**src/rtl/regfile16_pkg.sv**
```systemverilog
// regfile16_pkg: shared sizes and types for the register file.
package regfile16_pkg;
  localparam int NUM_REGS   = 16;
  localparam int REG_ADDR_W = 4;
  localparam int WORD_W     = 64;
  localparam int ZR_IDX     = 15;
  typedef logic [WORD_W-1:0]     word_t;
  typedef logic [REG_ADDR_W-1:0] reg_addr_t;
endpackage

```
**src/rtl/regfile16_if.sv**
```systemverilog
// regfile16_if: write port and two read ports of the register file.
interface regfile16_if #(parameter int WIDTH = 64);
  import regfile16_pkg::*;
  logic             RegWrite;
  reg_addr_t        WriteRegister;
  logic [WIDTH-1:0] WriteData;
  reg_addr_t        ReadRegister1;
  reg_addr_t        ReadRegister2;
  logic [WIDTH-1:0] ReadData1;
  logic [WIDTH-1:0] ReadData2;
  modport master (
    output RegWrite, WriteRegister, WriteData, ReadRegister1, ReadRegister2,
    input  ReadData1, ReadData2
  );
  modport slave (
    input  RegWrite, WriteRegister, WriteData, ReadRegister1, ReadRegister2,
    output ReadData1, ReadData2
  );
endinterface

```
**src/rtl/regfile16_decode.sv**
```systemverilog
// en_decode4_16: one-hot write-enable decode, all zero when disabled.
module en_decode4_16
  import regfile16_pkg::*;
(
  input  reg_addr_t             in_i,
  input  logic                  enable_i,
  output logic [NUM_REGS-1:0]   out_o
);
  // Ternary keeps an unknown address from leaking into the enables when disabled.
  always_comb out_o = enable_i ? (16'd1 << in_i) : '0;
endmodule

```
**src/rtl/regfile16_word.sv**
```systemverilog
// regfile_word: WIDTH-bit register with synchronous reset and load enable.
module regfile_word #(
  parameter int WIDTH = 64
) (
  input  logic             clk,
  input  logic             rst,
  input  logic             load_i,
  input  logic [WIDTH-1:0] d_i,
  output logic [WIDTH-1:0] q_o
);
  logic [WIDTH-1:0] word_q, word_d;
  always_comb word_d = rst ? '0 : (load_i ? d_i : word_q);
  always_ff @(posedge clk) word_q <= word_d;
  assign q_o = word_q;
endmodule

```
**src/rtl/regfile16.sv**
```systemverilog
// regfile16: 16 x WIDTH register file, one write port, two combinational read ports.
module regfile16
  import regfile16_pkg::*;
#(
  parameter int WIDTH    = 64,
  parameter bit ZERO_REG = 1'b1,
  parameter bit BYPASS   = 1'b1
) (
  input  logic        clk,
  input  logic        reset,
  regfile16_if.slave  bus
);
  localparam logic [NUM_REGS-1:0] WEN_MASK = ZERO_REG ? ~(16'd1 << ZR_IDX) : '1;
  logic [NUM_REGS-1:0] wen_raw, wen;
  logic [WIDTH-1:0]    words [NUM_REGS];
  logic                wr_ok, fwd1, fwd2, zr1, zr2;
  en_decode4_16 u_dec (
    .in_i     (bus.WriteRegister),
    .enable_i (bus.RegWrite),
    .out_o    (wen_raw)
  );
  assign wen = wen_raw & WEN_MASK;
  for (genvar g = 0; g < NUM_REGS; g++) begin : g_word
    regfile_word #(.WIDTH(WIDTH)) u_word (
      .clk    (clk),
      .rst    (reset),
      .load_i (wen[g]),
      .d_i    (bus.WriteData),
      .q_o    (words[g])
    );
  end
  // A write is only forwardable if it will actually land in a word this edge.
  always_comb begin
    wr_ok = BYPASS && bus.RegWrite && !reset && !(ZERO_REG && bus.WriteRegister == reg_addr_t'(ZR_IDX));
    fwd1  = wr_ok && bus.ReadRegister1 == bus.WriteRegister;
    fwd2  = wr_ok && bus.ReadRegister2 == bus.WriteRegister;
    zr1   = ZERO_REG && bus.ReadRegister1 == reg_addr_t'(ZR_IDX);
    zr2   = ZERO_REG && bus.ReadRegister2 == reg_addr_t'(ZR_IDX);
    bus.ReadData1 = fwd1 ? bus.WriteData : (zr1 ? '0 : words[bus.ReadRegister1]);
    bus.ReadData2 = fwd2 ? bus.WriteData : (zr2 ? '0 : words[bus.ReadRegister2]);
  end
endmodule

```
**src/flat_wrapper.sv**
```systemverilog
// flat-port wrapper written by rule: the top's interface ports become plain ports
module regfile16_flat import regfile16_pkg::*;
#(
  parameter int WIDTH    = 64,
  parameter bit ZERO_REG = 1'b1,
  parameter bit BYPASS   = 1'b1
)
  (clk, reset, bus_RegWrite, bus_WriteRegister, bus_WriteData, bus_ReadRegister1, bus_ReadRegister2, bus_ReadData1, bus_ReadData2);
  regfile16_if #(.WIDTH(WIDTH)) bus_i ();
  input  logic clk;
  input  logic reset;
  input wire logic [$bits(bus_i.RegWrite)-1:0] bus_RegWrite;
  input wire logic [$bits(bus_i.WriteRegister)-1:0] bus_WriteRegister;
  input wire logic [$bits(bus_i.WriteData)-1:0] bus_WriteData;
  input wire logic [$bits(bus_i.ReadRegister1)-1:0] bus_ReadRegister1;
  input wire logic [$bits(bus_i.ReadRegister2)-1:0] bus_ReadRegister2;
  output wire logic [$bits(bus_i.ReadData1)-1:0] bus_ReadData1;
  output wire logic [$bits(bus_i.ReadData2)-1:0] bus_ReadData2;
  assign bus_i.RegWrite = bus_RegWrite;
  assign bus_i.WriteRegister = bus_WriteRegister;
  assign bus_i.WriteData = bus_WriteData;
  assign bus_i.ReadRegister1 = bus_ReadRegister1;
  assign bus_i.ReadRegister2 = bus_ReadRegister2;
  assign bus_ReadData1 = bus_i.ReadData1;
  assign bus_ReadData2 = bus_i.ReadData2;
  regfile16 #(.WIDTH(WIDTH), .ZERO_REG(ZERO_REG), .BYPASS(BYPASS)) u_core (.clk(clk), .reset(reset), .bus(bus_i));
endmodule
```
**config.mk**
```make
export PLATFORM = sky130hd
export DESIGN_NAME = regfile16_flat
export DESIGN_NICKNAME = d
export VERILOG_FILES = /design/src/rtl/regfile16_pkg.sv /design/src/rtl/regfile16_if.sv /design/src/rtl/regfile16_decode.sv /design/src/rtl/regfile16_word.sv /design/src/rtl/regfile16.sv /design/src/flat_wrapper.sv
export SDC_FILE = /design/constraint.sdc
export NUM_CORES = 2
export LEC_CHECK = 0
export ABC_AREA = 1
export BUFFER_PORTS_ARGS = -buffer_cell sky130_fd_sc_hd__buf_2
export CAP_MARGIN = 5
export CORE_UTILIZATION = 40
export DETAILED_ROUTE_END_ITERATION = 10
export PLACE_DENSITY = 0.63
export SYNTH_ARGS = -nofsm -noshare
export SYNTH_HDL_FRONTEND = slang
export SYNTH_SLANG_ARGS = --single-unit
```
**constraint.sdc**
```tcl
create_clock -name clk -period 4.5 [get_ports clk]
set_input_delay 0.675 -clock clk [delete_from_list [all_inputs] [get_ports clk]]
set_output_delay 0.675 -clock clk [all_outputs]
set_load 0.01 [all_outputs]
```
### After elaboration in Yosys (flattened, before gate mapping)

Cells that the tools add are included.

| storage, ports and cells | value |
|---|---|
| register bits | 960 |
| output and inout bits | 128 |
| word-level logic and storage cells | 42 |

| operators by class | value |
|---|---|
| $lt $le $gt $ge | 2 |
| equality and inequality tests | 5 |
| shifts and indexed selects | 1 |
| mux-type cells | 11 |
| bitwise logic cells | 2 |
| reduce and logical (&&, ||, !) cells | 6 |

Operator list:

| cell | number |
|---|---|
| 64-bit binary-select mux with 4-bit select | 2 |
| 64-bit 2-to-1 mux | 8 |
| 15-bit 2-to-1 mux | 1 |
| 1-bit by 4-bit << shifter with 15-bit output (first input constant) | 1 |
| 4-bit == test (second input constant) | 3 |
| 5-bit >= comparator (second input constant) | 2 |
| 4-bit inverter with 5-bit output | 2 |
| 4-bit == test | 2 |
| 1-bit logical AND | 4 |
| 1-bit logical NOT | 2 |

### Longest topological paths before layout

| logic depth | value |
|---|---|
| depth after elaboration | 6 |
| gate-level depth with buffers | 14 |

### Hierarchy

From an unflattened synthesis, not the netlist that was laid out.

| unflattened totals | value |
|---|---|
| cells, all modules | 12748 |
| area total of the unflattened synthesis | 68438.1 um^2 |

By module, submodules not included:

| module | instances | cells each | area an instance (um^2) |
|---|---|---|---|
| regfile_word | 16 | 405 | 2666.3 |
| regfile16 | 1 | 6237 | 25650.9 |
| en_decode4_16 | 1 | 31 | 126.4 |

### Worst setup path before layout

No wires, ideal clock.

| timing path | value |
|---|---|
| path type | input to output |
| from | in bus_ReadRegister1[1] |
| to | out bus_ReadData1[24] |
| data arrival time | 1.782 ns |
| data required time | 3.825 ns |
| slack | 2.043 ns |
| cell stages on the path | 10 |
| path buffers | 3 |
| path through | buf_2 > inv_1 > buf_2 > clkbuf_1 > o211ai_1 > nand2_1 > nand3_1 > nand2_1 > nand2_1 > nand2_1 |

| on the way | value |
|---|---|
| cells in the longest elaborated chain, start to end | 6 |
| elaborated cells on any way between the ends | 9 |

RTL lines:

| what | RTL line | text |
|---|---|---|
| from (decl) | flat_wrapper.sv:15 | `input wire logic [$bits(bus_i.ReadRegister1)-1:0] bus_ReadRegister1;` |
| 4-bit inverter with 5-bit output (implied by the code) | regfile16.sv:39 | `bus.ReadData1 = fwd1 ? bus.WriteData : (zr1 ? '0 : words[bus.ReadRegister1]);` |
| 64-bit binary-select mux with 4-bit select | regfile16.sv:39 |  |
| 64-bit 2-to-1 mux (implied by the code) (2 in a row) | regfile16.sv:39 |  |
| 64-bit 2-to-1 mux | regfile16.sv:39 |  |
| 64-bit 2-to-1 mux * | regfile16.sv:39 |  |
| to (decl) | flat_wrapper.sv:17 | `output wire logic [$bits(bus_i.ReadData1)-1:0] bus_ReadData1;` |

Every way passes the cells marked *; elsewhere a longest branch is shown, timed or not. The select of a mux whose other input is x is not followed.

### Final worst setup path

| timing path | value |
|---|---|
| from | in bus_ReadRegister2[1] |
| to | out bus_ReadData2[3] |

| on the way | value |
|---|---|
| cells in the longest elaborated chain, start to end | 6 |
| elaborated cells on any way between the ends | 9 |

RTL lines:

| what | RTL line | text |
|---|---|---|
| from (decl) | flat_wrapper.sv:16 | `input wire logic [$bits(bus_i.ReadRegister2)-1:0] bus_ReadRegister2;` |
| 4-bit inverter with 5-bit output (implied by the code) | regfile16.sv:40 | `bus.ReadData2 = fwd2 ? bus.WriteData : (zr2 ? '0 : words[bus.ReadRegister2]);` |
| 64-bit binary-select mux with 4-bit select | regfile16.sv:40 |  |
| 64-bit 2-to-1 mux (implied by the code) (2 in a row) | regfile16.sv:40 |  |
| 64-bit 2-to-1 mux | regfile16.sv:40 |  |
| 64-bit 2-to-1 mux * | regfile16.sv:40 |  |
| to (decl) | flat_wrapper.sv:18 | `output wire logic [$bits(bus_i.ReadData2)-1:0] bus_ReadData2;` |

Marks and branches as above.

==> reports/qor.yml <==
power_and_ir_drop:
  p_clk_share_pct: 43.1
  p_leak_nw: 28.0
  power_switching_share_pct: 30.0
  power-per-cell-area_nw_per_um2: 343
  vdd_drop_max_mv: 0.325
  p_sw_mw: 6.31
  p_comb_share_pct: 15.3
  p_seq_share_pct: 41.6
  p_int_mw: 14.7
clock_tree:
  path_clk_slew_ps: 60
  numCtsBuffers: 109
  clock_sinks: 960
  cts-htree-levels: 3
  clock_latency_ps: 740
  post_cts_resized: 0
  cts.path.max_buffers: 3
  postCtsHoldBufs: 0
  root_buffer: "clkbuf_16"
  post_cts_buffers: 0
  tritoncts: "built"
floorplan:
  core_um2: 140000
  start_util_pct: 40.5
  die_area_um2: 143000
  die_x_um: 378
  die_h_um: 378
  io_pins: 207
  rows: 137
timing:
  rsz0062_at_grt: "no"
  max_clock_freq_mhz: 268
  tightest_slew_ps: 1100
  slew_headroom_pct: 26.7
  finClkSkew_ps: 0
  timing.setup.tns_ps: 0
  post-route-min-period_ps: 3740
  hold_violations: 0
  setup_viol: 0
  fin_crit_sh_pct: 83.0
  slew_viol_final: 0
logic_synthesis:
  synth_flop_cell: "dfxtp_1"
  syn_area_um2: 56700
  ys_seq_area_share_pct: 33.9
  synth_edf_count: 0
  yosys_warnings: 0
  synth_top_area_share_pct: 33.9
  yosys.area.top_type: "dfxtp_1"
  syn_area_per_cell_um2: 6.10
  ys_top_cells_by_area: "dfxtp_1, nand2_1, a211oi_1"
  ys_types: 24
  synth_seq_cells: 960
  syn-num-nets: 9369
  postSynthCellCount: 9290
  async_reset_ff_share_pct: 0
min_path:
  worstHoldPathType: "in -> reg"
final_layout:
  multiInputGateArea_um2: 29900
  nNetsFinal: 8939
  stdcell_count: 10800
  drive_gt1_share_pct: 6.33
  layout_commonest_cell: "nand2_1"
  area_growth_pct: 8.09
  largest_reg_flops: 960
  regArea_um2: 19200
  fillers: 14600
  final_cell_mix: "nand2_1, nand3_1, nor2_1"
detailed_routing:
  drc: 0
  drt-total-wl_um: 229000
  vias: 60700
  routed_via_density: 5.61
  antenna_left: 0
  drt_first_pass_iters: 7
  wl_per_cell_um: 21.2
  drt_iter0_markers: 7584
placed_design:
  dp_hpwl_um: 125000
  place_inst: 10600
  gp_congestion: 0.868
  portBuffers: 206
global_routing:
  antenna_found_initial: 17
  grtUsageMet3_pct: 5.40
  grtUsageMet2_pct: 48.3
  grt_usage_pct: 31.0
  grt_pass1_wl_um: 345000
  first_global_vias: 55500
  grt_overflow: 0
  grt_max_degree: 187
  grt.met1_usage_pct: 41.5
  top_usage_layer: "met2"
critical_path:
  crit_path_end_kind: "output pin"
  critPathArrivalTime_ps: 3060
  path_max_fanout: 40
  cp-start-kind: "input pin"
  required_ps: 3830
  path_class: "in -> out"
job:
  drv_cap: 0
outcome:
  outcome: "finished clean"
critical path, stage by stage:
cell and delay (ps):
buf_8 340, nand2_4 350, inv_4 400, buf_12 360
nand2_1 90, nand2_1 80, nand2_1 40, nand2_1 90
inv_1 40, nand2_1 50, nand2_1 40, nand2_1 220
buf_2 190
layer usage:
metal,vias up,share of wire [%]
met5,-,0.080
met4,24,4.5
met3,617,11
met2,3449,43
met1,27900,42
li1,28700,-
path summary, 6_finish.rpt:
kind                                                 startpoint                                       endpoint  slack [ps]  cells past startpoint
setup reg to reg   u_core.g_word[6].u_word.q_o[58]$_SDFFE_PP0P_   u_core.g_word[6].u_word.q_o[58]$_SDFFE_PP0P_        3680                      2
setup / recovery                           bus_ReadRegister2[1]                               bus_ReadData2[3]         760                     13
hold reg to reg   u_core.g_word[14].u_word.q_o[10]$_SDFFE_PP0P_  u_core.g_word[14].u_word.q_o[10]$_SDFFE_PP0P_         480                      2
hold / removal                                            reset    u_core.g_word[9].u_word.q_o[1]$_SDFFE_PP0P_         270                      2
kinds of logic (layout without fill, tap and decap cells):
group,Yosys count,after routing,synth area share [%]
flip-flops,960,960,33.9
XOR/XNOR,6,6,0.0927
AND/OR/NAND/NOR,5416,5416,38.7
AO/OA/AOI/OAI,1067,1067,13.8
other,0,4,0
buffers and inverters,1841,1497,13.5
synthesized netlist by cell type, types with 2 or more instances:
cell type and instances:
nand2_1 3134, nand3_1 1151, nor2_1 1082, inv_1 966, dfxtp_1 960, a211oi_1 785, buf_2 405, clkbuf_1 313
a21oi_1 142, buf_1 107, o211ai_1 107, nand3b_1 37, a211oi_2 33, buf_6 20, buf_4 16, inv_2 12
xor2_1 6, nor2_2 5, and2_1 2, nand3_2 2, nor2_4 2
per-stage QoR:
step                hold WS, ps  setup WS (ps)  total power [mW]  instance area, um2  util [%]
finish                      273            765              21.0               61300      43.7
global route                277            787              21.6               61300      43.7
CTS                         230            846              21.0               61300      43.7
detailed placement          467            851              12.0               57700      41.2
global placement            463            870              12.0               57700      41.2
floorplan                   453           2040              10.9               56700         -
final cells by class:
| cell class | count | share of cell area (%) |
|---|---|---|
| inverters | 980 | 6.18 |
| clock buffers | 170 | 5.35 |
| clock inverters | 27 | 0.443 |
| flip-flops and latches | 960 | 31.4 |
| diodes | 4 | 0.0163 |
| repair buffers | 320 | 3.97 |
| multi-input cells | 6489 | 48.8 |
| well taps | 1876 | 3.83 |
power by group through the flow:
stage	logic, mW	registers (mW)	clock network, mW
after floorplan	2.03	8.91	0
after global placement	3.09	8.92	0
after detailed placement	3.11	8.92	0
after CTS	3.12	8.74	9.12
after global routing	3.43	8.75	9.46
final	3.21	8.74	9.07
No activity file was read; power rests on OpenSTA's default activity.
